**config.mk**
```make
export PLATFORM = sky130hd
export DESIGN_NAME = axi_sram_block_reader
export DESIGN_NICKNAME = d
export VERILOG_FILES = /design/src/rtl/aes_sram_pkg.sv /design/src/rtl/axi_sram_block_reader.sv
export SDC_FILE = /design/constraint.sdc
export NUM_CORES = 1
export LEC_CHECK = 0
export BUFFER_PORTS_ARGS = -buffer_cell sky130_fd_sc_hd__buf_2
export CORE_ASPECT_RATIO = 1.2
export CORE_MARGIN = 5
export CORE_UTILIZATION = 52
export CTS_BUF_LIST = sky130_fd_sc_hd__clkbuf_4 sky130_fd_sc_hd__clkbuf_8
export DETAILED_ROUTE_END_ITERATION = 8
export GPL_TIMING_DRIVEN = 0
export HOLD_SLACK_MARGIN = 0.05
export PLACE_DENSITY = 0.94
export SYNTH_ARGS = -nofsm -noshare
export SYNTH_HDL_FRONTEND = slang
export SYNTH_SLANG_ARGS = --single-unit
```
**constraint.sdc**
```tcl
create_clock -name aclk -period 2.3 [get_ports aclk]
set_clock_uncertainty 0.15 [all_clocks]
set_input_delay 0.23 -clock aclk [delete_from_list [all_inputs] [get_ports aclk]]
set_output_delay 0.23 -clock aclk [all_outputs]
set_load 0.05 [all_outputs]
```
**src/rtl/aes_sram_pkg.sv**
```systemverilog
// Shared types and constants for the SRAM-to-AES block reader.
package aes_sram_pkg;

  typedef enum logic [1:0] {
    ST_IDLE = 2'd0,
    ST_AR   = 2'd1,
    ST_R    = 2'd2,
    ST_OUT  = 2'd3
  } state_e;

  localparam int BLK_BYTES     = 16;
  localparam int WORDS_PER_BLK = 4;
  localparam int SRAM_AW_DEF   = 11;

endpackage

```
**src/rtl/axi_sram_block_reader.sv**
```systemverilog
// Fetches 16-byte blocks over AXI4-Lite, one word in flight at a time, and
// presents each as a 128-bit stream beat with error and last flags.
module axi_sram_block_reader
  import aes_sram_pkg::*;
#(
  parameter int AXI_AW  = 32,
  parameter int SRAM_AW = SRAM_AW_DEF
) (
  input  logic               aclk,
  input  logic               areset,
  input  logic               cmd_valid,
  output logic               cmd_ready,
  input  logic [SRAM_AW-1:0] cmd_addr,
  input  logic [6:0]         cmd_nblk_m1,
  output logic [AXI_AW-1:0]  m_axi_araddr,
  output logic               m_axi_arvalid,
  input  logic               m_axi_arready,
  input  logic [31:0]        m_axi_rdata,
  input  logic [1:0]         m_axi_rresp,
  input  logic               m_axi_rvalid,
  output logic               m_axi_rready,
  output logic [127:0]       blk_data,
  output logic               blk_err,
  output logic               blk_last,
  output logic               blk_valid,
  input  logic               blk_ready,
  output logic               busy
);

  state_e             state_q, state_d;
  logic [SRAM_AW-1:0] base_q, base_d;
  logic [6:0]         nblk_q, nblk_d;
  logic [6:0]         blk_cnt_q, blk_cnt_d;
  logic [1:0]         word_cnt_q, word_cnt_d;
  logic [127:0]       data_q, data_d;
  logic               err_q, err_d;
  logic [SRAM_AW-1:0] rd_off;

  always_ff @(posedge aclk) begin
    if (areset) begin
      state_q    <= ST_IDLE;
      base_q     <= '0;
      nblk_q     <= '0;
      blk_cnt_q  <= '0;
      word_cnt_q <= '0;
      data_q     <= '0;
      err_q      <= 1'b0;
    end else begin
      state_q    <= state_d;
      base_q     <= base_d;
      nblk_q     <= nblk_d;
      blk_cnt_q  <= blk_cnt_d;
      word_cnt_q <= word_cnt_d;
      data_q     <= data_d;
      err_q      <= err_d;
    end
  end

  always_comb begin
    state_d       = state_q;
    base_d        = base_q;
    nblk_d        = nblk_q;
    blk_cnt_d     = blk_cnt_q;
    word_cnt_d    = word_cnt_q;
    data_d        = data_q;
    err_d         = err_q;
    cmd_ready     = 1'b0;
    m_axi_arvalid = 1'b0;
    m_axi_rready  = 1'b0;
    blk_valid     = 1'b0;

    // Offset is built from registers only, so it cannot move while AR waits.
    rd_off = base_q + SRAM_AW'(BLK_BYTES * int'(blk_cnt_q) + 4 * int'(word_cnt_q));

    unique case (state_q)
      ST_IDLE: begin
        cmd_ready = !areset;
        if (cmd_valid) begin
          state_d    = ST_AR;
          base_d     = cmd_addr & ~SRAM_AW'(BLK_BYTES - 1);
          nblk_d     = cmd_nblk_m1;
          blk_cnt_d  = '0;
          word_cnt_d = '0;
          err_d      = 1'b0;
        end
      end
      ST_AR: begin
        m_axi_arvalid = 1'b1;
        if (m_axi_arready) state_d = ST_R;
      end
      ST_R: begin
        m_axi_rready = 1'b1;
        if (m_axi_rvalid) begin
          data_d[32*word_cnt_q +: 32] = m_axi_rdata;
          err_d      = err_q | (m_axi_rresp != 2'b00);
          word_cnt_d = word_cnt_q + 2'd1;
          state_d    = (word_cnt_q == 2'(WORDS_PER_BLK - 1)) ? ST_OUT : ST_AR;
        end
      end
      ST_OUT: begin
        blk_valid = 1'b1;
        if (blk_ready) begin
          if (blk_cnt_q == nblk_q) begin
            state_d = ST_IDLE;
          end else begin
            blk_cnt_d = blk_cnt_q + 7'd1;
            err_d     = 1'b0;
            state_d   = ST_AR;
          end
        end
      end
      default: state_d = ST_IDLE;
    endcase

    m_axi_araddr = AXI_AW'(rd_off);
    blk_data     = data_q;
    blk_err      = err_q;
    blk_last     = (state_q == ST_OUT) && (blk_cnt_q == nblk_q);
    busy         = (state_q != ST_IDLE);
  end

endmodule

```
==> results of run 1 <==
-- cell families (layout without fill, tap and decap cells) --
kind of cell,after synthesis,count (layout),share of synthesized area
and+or+nand+nor,343,343,0.243
AOI/OAI and AO/OA,178,178,0.144
DFF,154,154,0.485
buffers and inverters,100,389,0.0787
adders and majority gates,14,14,0.0287
xor gates and xnor gates,11,11,0.0152
muxes,2,2,0.00531
other,1,25,0.000590
-- how the worst max path moves through the flow --
| stage | to | cells past startpoint | from |
|---|---|---|---|
| 2_1_floorplan | m_axi_araddr[10] | 8 | blk_cnt_q[0] |
| 3_5_place_dp | blk_data[35] | 6 | word_cnt_q[0] |
| 4_1_cts | m_axi_araddr[10] | 8 | blk_cnt_q[1] |
| 3_3_place_gp | blk_data[36] | 6 | word_cnt_q[0] |
| 5_1_grt | m_axi_araddr[10] | 9 | base_q[4] |
| 6_report | m_axi_araddr[10] | 9 | base_q[4] |
-- metrics by stage --
step	utilization	setup TNS, ns	total power (W)	std cells
final	0.734	-0.793	0.00572	1277
after global routing	0.734	-1.12	0.00590	1277
after CTS	0.723	-0.617	0.00569	1270
after detailed placement	0.635	-22.32	0.00354	1182
after global placement	0.635	-21.51	0.00353	1182
after floorplan	-	-0.0285	0.00333	825
-- synth_stat cells (all sizes together) (2+ instances only) --
library cell and number:
a21oi 159, a31oi 2, and2 2, and3 6
buf 49, clkbuf 38, dfxtp 154, ha 13
inv 12, nand2 168, nand3 132, nor2 16
nor2b 2, nor3 3, nor3b 4, nor4 2
o21ai 10, or4 4, xnor2 4, xor2 7
-- critical path, delay by kind of cell, from the launching register on --
family	cells	cell delay [ns]
DFF	1	0.36
buffers and inverters	2	0.23
AOI/OAI and AO/OA	3	0.49
adders and majority gates	2	0.51
and+or+nand+nor	2	0.22
-- timing repair --
item                                    4_1_cts  5_1_grt
setup buffers                                 4        7
hold buffers                                 52        0
pin swaps                                     3        4
endpoints found under the hold margin       145        0
resized for setup                            36       27
endpoints found under the setup margin      126      125
-- layer usage --
layer / up-vias / global-route usage / wire [um]
li1: 3286 / - / -
met1: 3301 / 0.322 / 7990
met2: 460 / 0.519 / 11400
met3: 109 / 0.0800 / 1940
met4: 0 / 0.185 / 1420
met5: - / 0 / 0
-- power by group through the flow --
stage | Clock [W] | Combinational, W | Sequential [W]
final | 0.00212 | 0.000864 | 0.00275
after global routing | 0.00223 | 0.000915 | 0.00275
after CTS | 0.00212 | 0.000823 | 0.00274
after detailed placement | 0 | 0.000731 | 0.00281
after global placement | 0 | 0.000722 | 0.00280
after floorplan | 0 | 0.000455 | 0.00287
-- final cells by class --
type	instances	area share
Sequential cell	154	0.350
Timing Repair Buffer	259	0.182
Buffer	85	0.0529
Inverter	13	0.00594
Tap cell	161	0.0228
Antenna cell	2	0.000565
Multi-Input combinational cell	571	0.340
Clock buffer	18	0.0280
Clock inverter	14	0.0181
-- cells in the final DEF (no fill, tap or decap), types with 4 or more instances in the layout --
| cell type | synthesis | layout |
|---|---|---|
| sky130_fd_sc_hd__a21oi_1 | 159 | 157 |
| sky130_fd_sc_hd__and3_1 | 6 | 6 |
| sky130_fd_sc_hd__buf_2 | 25 | 214 |
| sky130_fd_sc_hd__buf_4 | 23 | 36 |
| sky130_fd_sc_hd__buf_6 | 1 | 4 |
| sky130_fd_sc_hd__clkbuf_1 | 38 | 23 |
| sky130_fd_sc_hd__clkbuf_2 | 0 | 11 |
| sky130_fd_sc_hd__clkbuf_4 | 0 | 4 |
| sky130_fd_sc_hd__clkbuf_8 | 0 | 18 |
| sky130_fd_sc_hd__conb_1 | 1 | 23 |
| sky130_fd_sc_hd__dfxtp_1 | 154 | 147 |
| sky130_fd_sc_hd__dfxtp_2 | 0 | 4 |
| sky130_fd_sc_hd__dlygate4sd3_1 | 0 | 52 |
| sky130_fd_sc_hd__ha_1 | 13 | 10 |
| sky130_fd_sc_hd__inv_1 | 12 | 10 |
| sky130_fd_sc_hd__inv_6 | 0 | 5 |
| sky130_fd_sc_hd__nand2_1 | 168 | 166 |
| sky130_fd_sc_hd__nand3_1 | 132 | 132 |
| sky130_fd_sc_hd__nor2_1 | 16 | 15 |
| sky130_fd_sc_hd__nor3b_4 | 1 | 4 |
| sky130_fd_sc_hd__o21ai_0 | 10 | 8 |
| sky130_fd_sc_hd__or4_1 | 4 | 4 |
| sky130_fd_sc_hd__xor2_1 | 7 | 7 |
-- sequential cells by signal (all words and copies together) (netlist names) --
name / count
nblk_q: 7
word_cnt_q: 2
base_q: 7
state_q: 2
blk_err: 1
blk_cnt_q: 7
blk_data: 128
==> impl_results.md, run 1 <==
- Run status: finished, violations left
- Violations in the final reports: setup timing
- Sequential cell area: 3100 um2
- Power density of the placed cells: 647 nW/um2
- Sw Pwr: approximately 0.0017 W
- Vias in the first global route: ~7000
- Share of flip-flops with an asynchronous set or reset after synthesis: 0
- Area growth, synth to finish: 39.2%
- Kind of end point of the critical path: output pin
- Unrepaired setup endpoints after global routing: yes
- Worst hold path class: in -> reg
- Maximum number of pins on one net before global-route repair: 17
- Final min period: 2.65 ns
- Clock latency on the worst-skew pair: ~0.45 ns
- Detail-routed net length per standard cell: 17.8 um
- Gpl congestion: 0.913
- Total routing usage reported by global routing: 0.299
- Final Worst Setup Slack: -0.353 ns
- Count of fill cells added during filler insertion: 850
- Cell-internal power: 0.00401 W
- Number of flops mapped to enable cells by yosys: 0
- Sequential power share: 0.480
- Number of optimization iterations in the first detailed-route pass: 6
- Sum of routed wire length over all layers: between 20 and 25 mm
- Worst VDD drop: 568 uV
- HP Start: areset
- Main area contributors after synthesis: sky130_fd_sc_hd__dfxtp_1, sky130_fd_sc_hd__a21oi_1, sky130_fd_sc_hd__nand3_1
- Worst-path cell chain: ha_4 -> inv_2 -> fa_2 -> nor2b_4 -> o21ai_4 -> a21boi_2 -> nor4_2 -> a311oi_4 -> buf_6
- Warnings, synthesis: 0
- Number of top-level design ports: 225
- Average via count per standard cell: 5.60
- Fraction of power consumed by combinational cells: 0.151
- Per-instance average area after synthesis: 7.92 um2
- Initial Util: 0.527
- Final Max Slew Viols: 0
- Part of the power in the clock network: 0.369
- Aggregate global routing overflow: 0
- Endpoint, Worst Hold: blk_data[81]
- Cell count of the worst hold path: 2
- Final number of hold-violating endpoints: 0
- CTS H-tree lvls: 4
- Width of the die: 111 um
- Post-detail-place hpwl: 14.8 mm
- Critical path data required time: between 1.5 and 2 ns
- Worst reg2reg path depth: 7
- First-pass GRT wire length: around 36 mm
- Vias after detailed routing: 7156
- Number of clock sinks seen by CTS: 154
- Port-buffer cells: 196
- Max-capacitance violation count: 0
- Remaining max-slew budget at the tightest pin: 0.551
- Combined area of the multi-input logic cells: ~3000 um2
- DR iter-0 viols: just under 500
- Switching power as a share of total power: 0.299
- Final number of setup-violating endpoints: 4
- Pre-CTS worst setup slack: -0.347 ns
- Number of placement rows: 44
- Transition time at the pin with the least slew margin: 0.674 ns
- Number of antenna violations at the first check in global routing: 2
- Register-to-Register Setup Slack: approximately 0.050 ns
- Count of nets after finishing: 1173
- Highest-delay cell along the critical path: sky130_fd_sc_hd__fa_2
- Critical Setup Path Class: reg -> out
- Flip-flop and latch count after synthesis: 154
- Fraction of final layout cells sized beyond drive strength 1: 0.299
- Slowest stage delay, CP: 0.37 ns
- Clock Tree Buf Depth: 2
- Antenna violation net count after detailed routing: 0
- Cells after Synth: 803
- Worst setup SP type: flip-flop
- Reg2reg start: word_cnt_q[0]
- Sequential-to-total area share from yosys stat: 0.485
- Final design instance area without fill: 8850 um2
- DRC violation count after routing: 0
- Number of different library cells in the post-synthesis netlist: 40
- Total CTS buffers: 17
- Arrival time worst endpoint: 2.27 ns
- Worst-path clk slew: 0.08 ns
- Primary flip-flop cell chosen by synthesis mapping: sky130_fd_sc_hd__dfxtp_1
- Worst hold margin: 0.173 ns
- Leakage component of the power: 3.87 nW
- Clock tree from TritonCTS: yes
- Area of the core: 12100 um2
- Highest fanout seen on the critical path: 2
- Area share of the largest cell type after synthesis: 0.485
- Post-DP Area: between 7000 and 8000 um2
- Maximum achievable frequency: 377 MHz
- R2R Path End: blk_data[63]
- DIE AREA: 14500 um2
- Die extent in y: 131 um
- Area leader, netlist: sky130_fd_sc_hd__dfxtp_1
- Final Cycle Share: 1.15
- Buffer cell driving the clock tree root: sky130_fd_sc_hd__clkbuf_8
- Synth Cell Area: 6360 um2
Power figures use the tool's default switching activity.
==> run 2, diff against run 1 <==
--- a/config.mk
+++ b/config.mk
@@ -6,9 +6,11 @@
 export NUM_CORES = 1
 export LEC_CHECK = 0
 export BUFFER_PORTS_ARGS = -buffer_cell sky130_fd_sc_hd__buf_2
+export CELL_PAD_IN_SITES_DETAIL_PLACEMENT = 0
+export CELL_PAD_IN_SITES_GLOBAL_PLACEMENT = 1
 export CORE_ASPECT_RATIO = 1.2
 export CORE_MARGIN = 5
-export CORE_UTILIZATION = 52
+export CORE_UTILIZATION = 37
 export CTS_BUF_LIST = sky130_fd_sc_hd__clkbuf_4 sky130_fd_sc_hd__clkbuf_8
 export DETAILED_ROUTE_END_ITERATION = 8
 export GPL_TIMING_DRIVEN = 0
==> run 2 against run 1 <==
The flow still finishes with violations (setup timing). Global-route usage is 8.2 points lower. Critical path depth unchanged. Total power down 2.1%. Clock power decreased by 8%. Register-to-register slack barely moved. Sequential cell count did not move. Design area grew 1.4%. Sequential power hardly changed. Highest routed layer unchanged.
==> impl_results.md, run 2 (synthesized netlist as in run 1, its figures left out) <==
- Average via count per standard cell: 5.01 (-11%)
- Total CTS buffers: 17 (unchanged)
- Fraction of final layout cells sized beyond drive strength 1: 0.306 (+0.00678)
- Area of the core: 16900 um2 (+40%)
- Number of clock sinks seen by CTS: 154 (unchanged)
- Worst-path clk slew: 0.08 ns (about the same)
- Gpl congestion: 0.828 (-9.3%)
- Leakage component of the power: 3.89 nW (+0.33%)
- Worst hold path class: in -> reg
- Arrival time worst endpoint: 2.19 ns (-0.08 ns)
- DRC violation count after routing: 0 (unchanged)
- First-pass GRT wire length: 34.2 mm (-3.6%)
- Port-buffer cells: 196 (unchanged)
- Initial Util: 0.376 (-0.152)
- Number of placement rows: 52 (+18%)
- Maximum achievable frequency: 390 MHz (+3.4%)
- Commonest non-fill, non-tap cell in the layout: sky130_fd_sc_hd__buf_2
- Pre-CTS worst setup slack: -0.526 ns (-0.179 ns)
- Run status: finished, violations left
- Number of optimization iterations in the first detailed-route pass: 5 (-1)
- Final number of setup-violating endpoints: 4 (unchanged)
- Aggregate negative setup slack: -0.614 ns (+0.179 ns)
- Diodes inserted: 0 (-2)
- Final Max Slew Viols: 0 (unchanged)
- Kind of end point of the critical path: output pin
- Detail-routed net length per standard cell: 16.8 um (-5.7%)
- Die extent in y: 154 um (+17%)
- Met3 routed WL: 1.32 mm (-32%)
- Number of flip-flops under the largest register name: 128 (unchanged)
- Final min period: 2.57 ns (-0.0864 ns)
- M1 wire length: 8.91 mm (+11%)
- Antenna violation net count after detailed routing: 0 (unchanged)
- Kind of cell adding the most delay to the critical path: adder cells
- Maximum number of pins on one net before global-route repair: 17 (unchanged)
- Unrepaired setup endpoints after global routing: yes
- CTS H-tree lvls: 4 (unchanged)
- Final Worst Setup Slack: -0.266 ns (+0.0864 ns)
- Worst setup SP type: flip-flop
- DIE AREA: 19900 um2 (+37%)
- Buffer cell driving the clock tree root: sky130_fd_sc_hd__clkbuf_8
- Count of nets after finishing: 1181 (+0.68%)
- Utilization after layout: 0.531 (-0.203)
- Vias in the first global route: 6445 (-7.6%)
- Highest-delay cell along the critical path: sky130_fd_sc_hd__dfxtp_4
- Finished Layout Cells: 1338 (+4.8%)
- Clock latency on the worst-skew pair: 0.44 ns (about the same)
- Number of top-level design ports: 225 (unchanged)
- Worst-path cell chain: ha_4 -> inv_2 -> fa_2 -> nor2b_2 -> o21ai_2 -> a21boi_2 -> nor4_2 -> a311oi_4 -> buf_6
- Clock tree from TritonCTS: yes
- Sum of buffers and inverters on the critical path: 2 (unchanged)
- Width of the die: 130 um (+17%)
- Final number of hold-violating endpoints: 0 (unchanged)
- Clock Tree Buf Depth: 2 (unchanged)
- Power density of the placed cells: 624 nW/um2 (-3.4%)
- Number of antenna violations at the first check in global routing: 0 (-2)
- DP Cell Count: 1237 (+4.7%)
- Sum of routed wire length over all layers: 22.5 mm (-1.2%)
- Highest fanout seen on the critical path: 2 (unchanged)
- Critical path data required time: 1.92 ns (about the same)
- Violations in the final reports: setup timing
- Transition time at the pin with the least slew margin: 0.645 ns (-0.0289 ns)
- Vias after detailed routing: 6710 (-6.2%)
- Remaining max-slew budget at the tightest pin: 0.570 (+0.0193)
- Top layer used by detailed routing: met4
- Max-capacitance violation count: 0 (unchanged)
- Most used cells in the layout excluding fill and tap cells: sky130_fd_sc_hd__buf_2, sky130_fd_sc_hd__nand2_1, sky130_fd_sc_hd__a21oi_1
- Slowest stage delay, CP: 0.37 ns (about the same)
- DR iter-0 viols: 370 (-24%)
- Area growth, synth to finish: 41.2%
- Critical Setup Path Class: reg -> out
- Post-detail-place hpwl: 15.9 mm (+7.0%)
- Final Cycle Share: 1.12 (-0.0376)
- Aggregate global routing overflow: 0 (unchanged)
- Worst VDD drop: 348 uV (-39%)
- Total routing usage reported by global routing: 0.217 (-0.0816)
- Routed length on met2: 11.5 mm (+0.87%)
run 2: cell count changes in the layout (fill, tap and decap cells not counted), sizes merged:
cell | before | now
clkinvlp | 3 | 4
clkinv | 4 | 6
inv | 18 | 14
buf | 254 | 265
diode | 2 | 0
clkbuf | 56 | 55
bufinv | 2 | 1
run 2: final cells by class:
| class | count | area, um2 |
|---|---|---|
| Buffer | 86 | 479 |
| Clock buffer | 20 | 263 |
| Clock inverter | 12 | 118 |
| Fill cell | 1643 | 7940 |
| Inverter | 13 | 48.8 |
| Multi-Input combinational cell | 571 | 3030 |
| Sequential cell | 154 | 3100 |
| Tap cell | 216 | 270 |
| Timing Repair Buffer | 266 | 1680 |
run 2: worst paths after layout:
kind / to / cells past startpoint / startpoint / slack, ns
max: m_axi_araddr[10] / 9 / blk_cnt_q[0] / -0.27
min: blk_data[82] / 2 / areset / 0.16
max reg2reg: blk_data[34] / 7 / word_cnt_q[0] / 0.05
min reg2reg: blk_data[41] / 2 / blk_data[41] / 0.30
run 2: power by group:
part	internal (W)	switching, W	leakage, nW
logic	0.000306	0.000589	2.46
clock network	0.000917	0.00105	0.183
registers	0.00271	0.0000394	1.25
run 2: layer usage:
layer  vias to the layer above  GRT usage
li1                       3286          -
met1                      3134      0.256
met2                       240      0.375
met3                        50     0.0496
met4                         0     0.0926
met5                         -          0
run 2: repair_timing:
item / in CTS / in global routing
setup buffers: 11 / 8
gates resized for setup: 30 / 52
hold buffers: 52 / 0
hold endpoints to repair: 145 / 0
endpoints found under the setup margin: 127 / 131
cloned: 0 / 0
pin swaps: 5 / 7
run 2: stage by stage:
step,cell area (um2),hold WS [ns],total power (W)
2_1_floorplan,6470,0.216,0.00333
3_3_place_gp,7730,0.285,0.00355
3_5_place_dp,7730,0.290,0.00355
4_1_cts,8790,0.152,0.00561
5_1_grt,8980,0.187,0.00582
6_report,8980,0.157,0.00561
